--- src/rtl/knn_sort_vote.sv ---
// K-nearest insertion-sorted neighbour list plus fixed-latency majority vote.
// Optional KNN_MIN_DIST_EN exposes the nearest distance on KNN_MIN_DIST.
module knn_sort_vote #(
  parameter int DATA_W  = 16,
  parameter int K       = 4,
  parameter int LABEL_W = 4
) (
  input  logic                    clk,
  input  logic                    rst,
  input  logic                    KNN_CLEAR,
  input  logic                    KNN_VALID,
  input  logic                    KNN_LAST,
  input  logic [2*DATA_W-1:0]     KNN_DIST,
  input  logic [LABEL_W-1:0]      KNN_LABEL,
  output logic                    KNN_READY,
  output logic                    KNN_BUSY,
  output logic [$clog2(K+1)-1:0]  KNN_COUNT,
  output logic [LABEL_W-1:0]      KNN_CLASS,
  output logic                    KNN_CLASS_VALID
`ifdef KNN_MIN_DIST_EN
  ,
  output logic [2*DATA_W-1:0]     KNN_MIN_DIST
`endif
);
  localparam int DW = 2*DATA_W;
  localparam int CW = $clog2(K+1);
  localparam int IW = (K > 1) ? $clog2(K) : 1;

  typedef enum logic [1:0] {IDLE, VOTE, DONE} state_t;
  state_t state_q, state_d;

  logic [K-1:0][DW-1:0]      slot_dist;
  logic [K-1:0][LABEL_W-1:0] slot_lbl;
  logic [K-1:0]              slot_vld;
  logic [K-1:0]              le;
  logic                      accept;
  logic [CW-1:0]             idx, best_cnt, vote_cnt;
  logic [IW-1:0]             idx_sel;
  logic [LABEL_W-1:0]        best_lbl;

  assign KNN_READY       = (state_q == IDLE);
  assign KNN_BUSY        = (state_q == VOTE);
  assign KNN_CLASS_VALID = (state_q == DONE);
  assign accept          = KNN_VALID && KNN_READY && !KNN_CLEAR;

`ifdef KNN_MIN_DIST_EN
  assign KNN_MIN_DIST = slot_vld[0] ? slot_dist[0] : '1;
`endif

  // le is a thermometer code over the sorted list: slot j keeps its entry when
  // le[j], takes the new pair at the first clear bit, and shifts down after it.
  for (genvar j = 0; j < K; j++) begin : g_slot
    logic              prev_le, prev_vld;
    logic [DW-1:0]     prev_dist;
    logic [LABEL_W-1:0] prev_lbl;
    logic [DW-1:0]     dist_q;
    logic [LABEL_W-1:0] lbl_q;
    logic              vld_q;

    if (j == 0) begin : g_head
      assign prev_le   = 1'b1;
      assign prev_vld  = 1'b1;
      assign prev_dist = KNN_DIST;
      assign prev_lbl  = KNN_LABEL;
    end else begin : g_body
      assign prev_le   = le[j-1];
      assign prev_vld  = slot_vld[j-1];
      assign prev_dist = slot_dist[j-1];
      assign prev_lbl  = slot_lbl[j-1];
    end

    assign le[j] = vld_q && (dist_q <= KNN_DIST);

    always_ff @(posedge clk or negedge rst) begin
      if (!rst) begin
        dist_q <= '0;
        lbl_q  <= '0;
        vld_q  <= 1'b0;
      end else if (KNN_CLEAR) begin
        vld_q  <= 1'b0;
      end else if (accept && !le[j]) begin
        if (prev_le) begin
          dist_q <= KNN_DIST;
          lbl_q  <= KNN_LABEL;
          vld_q  <= 1'b1;
        end else begin
          dist_q <= prev_dist;
          lbl_q  <= prev_lbl;
          vld_q  <= prev_vld;
        end
      end
    end

    assign slot_dist[j] = dist_q;
    assign slot_lbl[j]  = lbl_q;
    assign slot_vld[j]  = vld_q;
  end

  assign idx_sel = idx[IW-1:0];

  always_comb begin
    vote_cnt = '0;
    for (int j = 0; j < K; j++)
      if (slot_vld[j] && (slot_lbl[j] == slot_lbl[idx_sel]))
        vote_cnt = vote_cnt + CW'(1);
  end

  always_comb begin
    state_d = state_q;
    case (state_q)
      IDLE:    if (accept && KNN_LAST) state_d = VOTE;
      VOTE:    if (idx == CW'(K))      state_d = DONE;
      default: state_d = state_q;
    endcase
    if (KNN_CLEAR) state_d = IDLE;
  end

  always_ff @(posedge clk or negedge rst) begin
    if (!rst) state_q <= IDLE;
    else      state_q <= state_d;
  end

  // Indices 0..K-1 accumulate the best label; index K commits it to KNN_CLASS.
  always_ff @(posedge clk or negedge rst) begin
    if (!rst) begin
      idx       <= '0;
      best_cnt  <= '0;
      best_lbl  <= '0;
      KNN_CLASS <= '0;
      KNN_COUNT <= '0;
    end else begin
      if (KNN_CLEAR)                            KNN_COUNT <= '0;
      else if (accept && KNN_COUNT != CW'(K))   KNN_COUNT <= KNN_COUNT + CW'(1);

      if (state_q != VOTE) begin
        idx      <= '0;
        best_cnt <= '0;
        best_lbl <= '0;
      end else if (idx != CW'(K)) begin
        idx <= idx + CW'(1);
        if (slot_vld[idx_sel] && vote_cnt > best_cnt) begin
          best_cnt <= vote_cnt;
          best_lbl <= slot_lbl[idx_sel];
        end
      end else if (!KNN_CLEAR) begin
        KNN_CLASS <= best_lbl;
      end
    end
  end
endmodule
--- config.mk ---
export PLATFORM = sky130hd
export DESIGN_NAME = knn_sort_vote
export DESIGN_NICKNAME = d
export VERILOG_FILES = /design/src/rtl/knn_sort_vote.sv
export SDC_FILE = /design/constraint.sdc
export NUM_CORES = 1
export LEC_CHECK = 0
export ABC_AREA = 1
export BUFFER_PORTS_ARGS = -buffer_cell sky130_fd_sc_hd__buf_2
export CAP_MARGIN = 5
export CORE_MARGIN = 4
export CORE_UTILIZATION = 45
export DETAILED_ROUTE_END_ITERATION = 10
export GPL_TIMING_DRIVEN = 1
export SLEW_MARGIN = 25
export SYNTH_ARGS = -nofsm -noshare
export SYNTH_HDL_FRONTEND = slang
export SYNTH_SLANG_ARGS = --single-unit
--- constraint.sdc ---
create_clock -name clk -period 10.4 [get_ports clk]
set_input_delay 0.52 -clock clk [delete_from_list [all_inputs] [get_ports clk]]
set_output_delay 0.52 -clock clk [all_outputs]
set_load 0.05 [all_outputs]
==> out/metrics.yaml, run 1 <==
clk_path_buf_depth: 2
wl_per_cell_microns: 16.3
antenna_found_initial: 0
core_area_sq_um: 25300
cp_slowest_cell: "nand2_2"
final_nets: 1816
relSlewSlack_pct: 31.9
tns_ps: 0
period_needed_ps: 4730
syn_to_final_growth_pct: 8.32
final-hold-violation-count: 0
yosysWarnings: 0
cts_resized: 0
synth.area.top_cells: "dfrtp_1 (36%), nand2_1 (25%), ha_1 (15%)"
switching_share_pct: 42.8
crit_path_frequent_cell: "nand2_1"
die-width_microns: 169
ys.flop_type: "dfrtp_1"
holdCritPathClass: "in -> async"
drc: 0
synth-edff-count: 0
clkSinkCount: 167
via_count: 10300
fmaxAchievable_mhz: 211
finalClockSkew_ps: 12.4
crit_path_end_kind: "register"
start_util_pct: 45.9
io_buffers: 50
rows: 58
grtUsageTotal_pct: 23.3
cp-start-kind: "register"
drv_cap: 0
grt_pass1_wl_microns: 53200
synth_nets: 1801
cts-hold-fix-buffers: 0
fin_area_sq_um: 12600
drt_iter0_drc: 715
cp_max_fo: 38
max_stage_delay_ps: 880
crit_required_ps: 10720
die_y_microns: 169
antenna_left: 0
postSynthAreaPerCell_sq_um: 7.15
synth_cells: 1622
cts_buffers: 17
dpl.hpwl_microns: 21100
cts_setup_buffers: 0
diodes: 0
clk_pin_slew_ps: 70
grt_pass1_vias: 10100
post-synth-top-area-cell: "dfrtp_1"
power_density_nw_per_um2: 240
async_flop_share_pct: 100
path_cells: "ha_1, nand2_1, nor2_1, nand2_1, nor2_1, nand4_1, nand2_2, nand2_2, nand2_2, inv_2, nand2_1, nand2_1"
seq_area_frac_synth_pct: 36.0
yosysMostFrequentCell: "nand2_1"
via_per_inst: 5.23
clkPwrFrac_pct: 22.3
fin_crit_sh_pct: 45.5
netlist_area_sq_um: 11600
status: "completed"
drtPass1Iterations: 7
crit_arrival_ps: 5050
grt_overflow: 0
rsz0062_at_grt: "false"
total_power_mw: 3.02
synthDistinctLibCells: 37
setup_violations: 0
drt-total-wl_microns: 32200
cts_tree: "yes"
hold_ws_ps: 190
dieArea_sq_um: 28400
synthTopCellsByCount: "nand2_1 (770), dfrtp_1 (167), nand3_1 (140)"
p_leak_nw: 7.13
ys_ff_latch: 167
combPwrFrac_pct: 41.4
synth_top_area_share_pct: 36.0
p_sw_mw: 1.29
drive_gt1_share_pct: 6.85
power.share.sequential_pct: 36.2
path_class: "reg -> reg"
ir_drop_mv: 0.106
grt_max_degree: 98
worstMarginPinSlew_ps: 1020
cts.htree.levels: 4
ioPinCount: 51
place.gp.congestion: 0.850
drv_slew: 0
root_buffer: "clkbuf_16"
dpl-instance-area_sq_um: 12000
p_int_mw: 1.73
clock_latency_ps: 440
[layer usage]
metal  GRT usage, %  vias to the layer above  wire [microns]
met5              0                        -               0
met1           32.5                     4851           15400
li1               -                     5251               -
met4           5.72                        0             456
met3           3.06                       35            1340
met2           38.5                      211           15000
[layout by cell type, fill, tap and decap left out, drive strengths merged, types with 4 or more instances in the layout]
| cell type | instances |
|---|---|
| o21ai | 59 |
| inv | 100 |
| xnor2 | 7 |
| buf | 56 |
| nand4 | 13 |
| dfrtp | 167 |
| nand3 | 142 |
| nand2 | 784 |
| nor3 | 8 |
| o21a | 6 |
| clkbuf | 23 |
| a21oi | 61 |
| xor2 | 6 |
| o22ai | 4 |
| ha | 138 |
| nor2 | 55 |
[power by group through the flow]
stage	logic, mW	registers [mW]	clock network, mW
CTS	1.25	1.09	0.687
floorplan	0.966	1.03	0
finish	1.25	1.09	0.674
detailed placement	1.25	1.10	0
global placement	1.22	1.10	0
global route	1.46	1.12	0.710
[cells by family (layout without fill, tap and decap cells)]
logic type,Yosys count,after routing,synth area share [%]
buffers and inverters,159,187,6.41
adders and majority gates,138,138,14.9
xor gates and xnor gates,13,13,0.981
and+or+nand+nor,1007,1007,35.3
AOI/OAI and AO/OA,138,138,6.41
DFF,167,167,36.0
[through the flow]
stage | std cells | setup WS, ps | util [%]
after floorplan | 1622 | 6900 | -
after global placement | 1948 | 5310 | 47.3
after detailed placement | 1948 | 5270 | 47.3
after CTS | 1980 | 5620 | 49.7
after global routing | 1980 | 5230 | 49.8
final | 1980 | 5670 | 49.8
[layout make-up]
cell class              count  area, sq um
fillers                  2548        12700
multi-input cells        1296         6680
flip-flops and latches    167         4180
clock buffers              22          464
well taps                 330          413
inverters                  98          370
repair buffers             57          315
clock inverters            10          144
[registers in the layout (all words and copies together), names as in the netlist]
register	count
g_slot.lbl_q	16
KNN_CLASS	4
g_slot.vld_q	4
state_q	2
KNN_COUNT	3
g_slot.dist_q	128
best_cnt	3
idx	3
best_lbl	4
[critical path, delay by kind of cell (launching register included)]
kind | cells | cell delay [ps]
buffers and inverters | 1 | 520
adders and majority gates | 1 | 300
and+or+nand+nor | 10 | 3360
DFF | 1 | 400
[path summary, 6_finish.rpt]
| path | from | endpoint | slack (ps) | depth (start not counted) |
|---|---|---|---|---|
| worst max register to register | g_slot[2].dist_q[31] | g_slot[2].dist_q[22] | 5670 | 12 |
| worst min-delay path | rst | g_slot[1].dist_q[6] | 190 | 1 |
| max in group asynchronous | rst | g_slot[2].dist_q[25] | 9030 | 2 |
| worst max-delay path | g_slot[2].dist_q[31] | g_slot[2].dist_q[22] | 5670 | 12 |
| worst min register to register | KNN_CLASS[2] | KNN_CLASS[2] | 480 | 2 |
| min in group clk | KNN_LAST | state_q[0] | 310 | 3 |
(Power assumes the default switching activity.)
==> inputs of run 2 (changes only) <==
--- a/config.mk
+++ b/config.mk
@@ -5,7 +5,7 @@
 export SDC_FILE = /design/constraint.sdc
 export NUM_CORES = 1
 export LEC_CHECK = 0
-export ABC_AREA = 1
+export ABC_AREA = 0
 export BUFFER_PORTS_ARGS = -buffer_cell sky130_fd_sc_hd__buf_2
 export CAP_MARGIN = 5
 export CORE_MARGIN = 4
==> constraint.sdc (replaced) <==
create_clock -name clk -period 4.39 [get_ports clk]
set_input_delay 0.2195 -clock clk [delete_from_list [all_inputs] [get_ports clk]]
set_output_delay 0.2195 -clock clk [all_outputs]
set_load 0.05 [all_outputs]
==> run 2 against run 1 <==
Via count fell by 22%. Final cell count fell by 30%. Clock skew rose by 3.7 ps. Hold slack got worse by 140 ps. Die area fell by 3.1%. Critical path depth rose by 7. Synthesized cell count fell by 38%. Sequential power rose by 130%. Final area fell by 0.72%. Register-to-register slack got worse by 5300 ps. Core utilization rose by 1.4 points.
==> out/metrics.yaml, run 2 <==
clkSinkCount: 167  # unchanged
reg2reg_slack_ps: 330  # was 5670 ps
die-width_microns: 166  # was 169 microns
regMostFlops: "g_slot.dist_q"  # unchanged
via_per_inst: 5.82  # was 5.23
crit_arrival_ps: 4360  # was 5050 ps
final_nets: 1230  # was 1816
crit_start: "idx[0]"  # was g_slot[2].dist_q[31]
antenna_found_initial: 1  # was 0
relSlewSlack_pct: 36.7  # was 31.9%
period_needed_ps: 4060  # was 4730 ps
drc: 0  # unchanged
p_leak_nw: 5.48  # was 7.13 nW
synth_fa_ha_area_share_pct: 15.4  # was 14.9%
fin_crit_sh_pct: 92.4  # was 45.5%
crit_required_ps: 4690  # was 10720 ps
drtPass1Iterations: 4  # was 7
final-hold-violation-count: 0  # unchanged
busiest_layer: "met2"  # unchanged
synth.area.mux_share_pct: 21.0  # was 0%
wl_per_cell_microns: 20.6  # was 16.3 microns
total_power_mw: 6.80  # was 3.02 mW
synth_nets: 1182  # was 1801
clk_path_buf_depth: 2  # unchanged
hp-start: "KNN_LABEL[2]"
worstMarginPinSlew_ps: 936  # was 1020 ps
core_area_sq_um: 24400  # was 25300 sq um
synth.area.top_cells: "dfrtp_1 (37%), ha_1 (15%), mux2_2 (12%)"  # was dfrtp_1 (36%), nand2_1 (25%), ha_1 (15%)
use_met1_pct: 30.2  # was 32.5%
synthDistinctLibCells: 60  # was 37
postSynthAreaPerCell_sq_um: 11.2  # was 7.15 sq um
grtUsageTotal_pct: 21.2  # was 23.3%
grt_pass1_vias: 8340  # was 10100
rows: 57  # was 58
synth_compound_area_share_pct: 13.7  # was 6.41%
async_flop_share_pct: 100  # unchanged
root_buffer: "clkbuf_16"  # unchanged
min_path_cells: 2
ioPinCount: 51  # unchanged
place.gp.congestion: 0.847  # was 0.850
synthTopCellsByCount: "dfrtp_1 (167), ha_1 (138), mux2_2 (121)"  # was nand2_1 (770), dfrtp_1 (167), nand3_1 (140)
netlist_area_sq_um: 11200  # was 11600 sq um
setup_violations: 0  # unchanged
via_count: 8083  # was 10300
r2r.worst_path.cells: 19  # was 12
cp_top_family: "simple AND/OR/NAND/NOR gates"  # unchanged
grt_max_degree: 96  # was 98
clk_pin_slew_ps: 70  # about the same
post-synth-top-area-cell: "dfrtp_1"  # unchanged
finalClockSkew_ps: 16.0  # was 12.4 ps
yosysWarnings: 0  # unchanged
synth_top_family_by_area: "multiplexers"  # was simple AND/OR/NAND/NOR gates
largest_register_ffs: 128  # unchanged
synth-edff-count: 0  # unchanged
cp_max_fo: 8  # was 38
max_stage_delay_ps: 620  # was 880 ps
min_to: "g_slot[0].lbl_q[2]"
use_met2_pct: 34.2  # was 38.5%
yosysMostFrequentCell: "dfrtp_1"  # was nand2_1
fmaxAchievable_mhz: 247  # was 211 MHz
start_util_pct: 46.0  # was 45.9%
mostFrequentLayoutCells: "dfrtp_1 (166), ha_1 (138), mux2_2 (121), a21oi_1 (62), inv_1 (57)"  # was nand2_1 (770), dfrtp_1 (166), nand3_1 (140), ha_1 (138), inv_1 (95)
top_regs: "g_slot.dist_q: 128 flops, g_slot.lbl_q: 16 flops"  # unchanged
ys_ff_latch: 167  # unchanged
r2r_start: "idx[0]"  # was g_slot[2].dist_q[31]
grt_overflow: 0  # unchanged
synth_cells: 1003  # was 1622
die_y_microns: 166  # was 169 microns
path_cells: "mux4_2, xnor2_1, nand2_1, or2_2, inv_1, ha_1, xor2_1, inv_1, ha_1, inv_1, nor3_1, xor2_1, ha_1, nand3_1, nand3_1, nor2_1, buf_4, mux2i_1, nor2_1"  # was ha_1, nand2_1, nor2_1, nand2_1, nor2_1, nand4_1, nand2_2, nand2_2, nand2_2, inv_2, nand2_1, nand2_1
drive_gt1_share_pct: 25.6  # was 6.85%
rsz0062_at_grt: "false"  # unchanged
grt_pass1_wl_microns: 47300  # was 53200 microns
path_class: "reg -> reg"  # unchanged
drv_slew: 0  # unchanged
synth-xor-area-share_pct: 1.56  # was 0.981%
fillers: 2215  # was 2548
rr_endpoint: "best_lbl[0]"  # was g_slot[2].dist_q[22]
tns_ps: 0  # unchanged
dpl.hpwl_microns: 19500  # was 21100 microns
cp_slowest_cell: "mux4_2"  # was nand2_2
synth_top_area_share_pct: 37.2  # was 36.0%
drv_cap: 0  # unchanged
synthSimpleGateAreaFrac_pct: 7.17  # was 35.3%
io_buffers: 50  # unchanged
power_density_nw_per_um2: 545  # was 240 nW/um^2
cts_tree: "yes"  # unchanged
antenna_left: 0  # unchanged
gr-usage-met3_pct: 3.24  # was 3.06%
clock_latency_ps: 430  # was 440 ps
dieArea_sq_um: 27500  # was 28400 sq um
diodes: 0  # unchanged
crit_path_end_kind: "register"  # unchanged
holdCritPathClass: "in -> reg"  # was in -> async
seq_area_frac_synth_pct: 37.2  # was 36.0%
syn_to_final_growth_pct: 11.2  # was 8.32%
cts_buffers: 17  # unchanged
drt_iter0_drc: 539  # was 715
cts.htree.levels: 4  # unchanged
crit_buf_inv: 4  # was 1
ir_drop_mv: 0.232  # was 0.106 mV
status: "completed"  # unchanged
drt-total-wl_microns: 28600  # was 32200 microns
ys.flop_type: "dfrtp_1"  # unchanged
final_common_cell: "dfrtp_1"  # was nand2_1
cp-start-kind: "register"  # unchanged
## run 2: cell types whose count changed in the layout (fill, tap and decap cells not counted), moves of 12 or more
cell / before / now
nand2_2: 12 / 0
a31oi_1: 0 / 37
mux2_2: 0 / 121
nand2_1: 770 / 42
nand3_1: 140 / 18
mux2_1: 0 / 30
mux2_4: 0 / 29
nor2_1: 53 / 25
o21ai_1: 16 / 1
inv_1: 95 / 57
a2bb2oi_1: 0 / 36
nand4_1: 13 / 29
## run 2: cell type report
class | instances | area (sq um) | area share [%]
Clock buffer | 19 | 443 | 3.55
Clock inverter | 13 | 123 | 0.983
Inverter | 57 | 214 | 1.71
Multi-Input combinational cell | 738 | 6640 | 53.2
Sequential cell | 167 | 4180 | 33.5
Tap cell | 324 | 405 | 3.25
Timing Repair Buffer | 70 | 472 | 3.78
## run 2: cells by family (layout without fill, tap and decap cells)
| kind of cell | after synthesis | in the layout |
|---|---|---|
| AO/OA/AOI/OAI | 234 | 234 |
| multiplexers | 196 | 196 |
| flip-flops | 167 | 167 |
| AND/OR/NAND/NOR | 150 | 150 |
| adder cells (fa/ha/maj) | 138 | 138 |
| buffers and inverters | 98 | 159 |
| XOR/XNOR | 20 | 20 |
## run 2: through the flow
step	instance area, sq um	instances	util [%]	hold WS (ps)	setup WS [ps]
final	12500	1388	51.1	48.2	334
after global routing	12500	1388	51.1	61.6	19.8
after CTS	12500	1386	51.1	32.3	121
after detailed placement	11900	1353	48.7	394	157
after global placement	11900	1353	48.7	406	291
after floorplan	11200	1003	-	-76.1	389
## run 2: worst max path at each step
stage	end	slack, ps	depth (start not counted)
2_1_floorplan	best_lbl[0]	390	19
3_3_place_gp	best_cnt[2]	290	19
3_5_place_dp	best_lbl[2]	160	19
4_1_cts	best_lbl[2]	120	19
5_1_grt	best_lbl[2]	20	18
6_report	best_lbl[0]	330	19
## run 2: routing by layer
layer	wire, microns	vias up	share of wire (%)
met1	13900	4033	48
met4	384	2	1.3
met2	13200	157	46
li1	-	3860	-
met5	11	-	0.038
met3	1150	31	4.0
## run 2: repair_timing
action	4_1_cts	5_1_grt
hold buffers	1	0
resized for setup	0	1
buffers inserted	0	2
setup endpoints to repair	0	6
endpoints found under the hold margin	94	0
## run 2: where the power goes
| part | internal [mW] | switching (mW) | total, mW |
|---|---|---|---|
| sequential | 2.09 | 0.473 | 2.56 |
| clock | 0.801 | 0.666 | 1.47 |
| combinational | 1.40 | 1.37 | 2.77 |
## run 2: worst register-to-register path, cell delays in order (launching register included)
cell and delay [ps]:
dfrtp_2 490, mux4_2 620, xnor2_1 190, nand2_1 80, or2_2 290, inv_1 60, ha_1 240, xor2_1 190
inv_1 80, ha_1 130, inv_1 40, nor3_1 210, xor2_1 240, ha_1 280, nand3_1 90, nand3_1 120
nor2_1 130, buf_4 180, mux2i_1 210, nor2_1 60
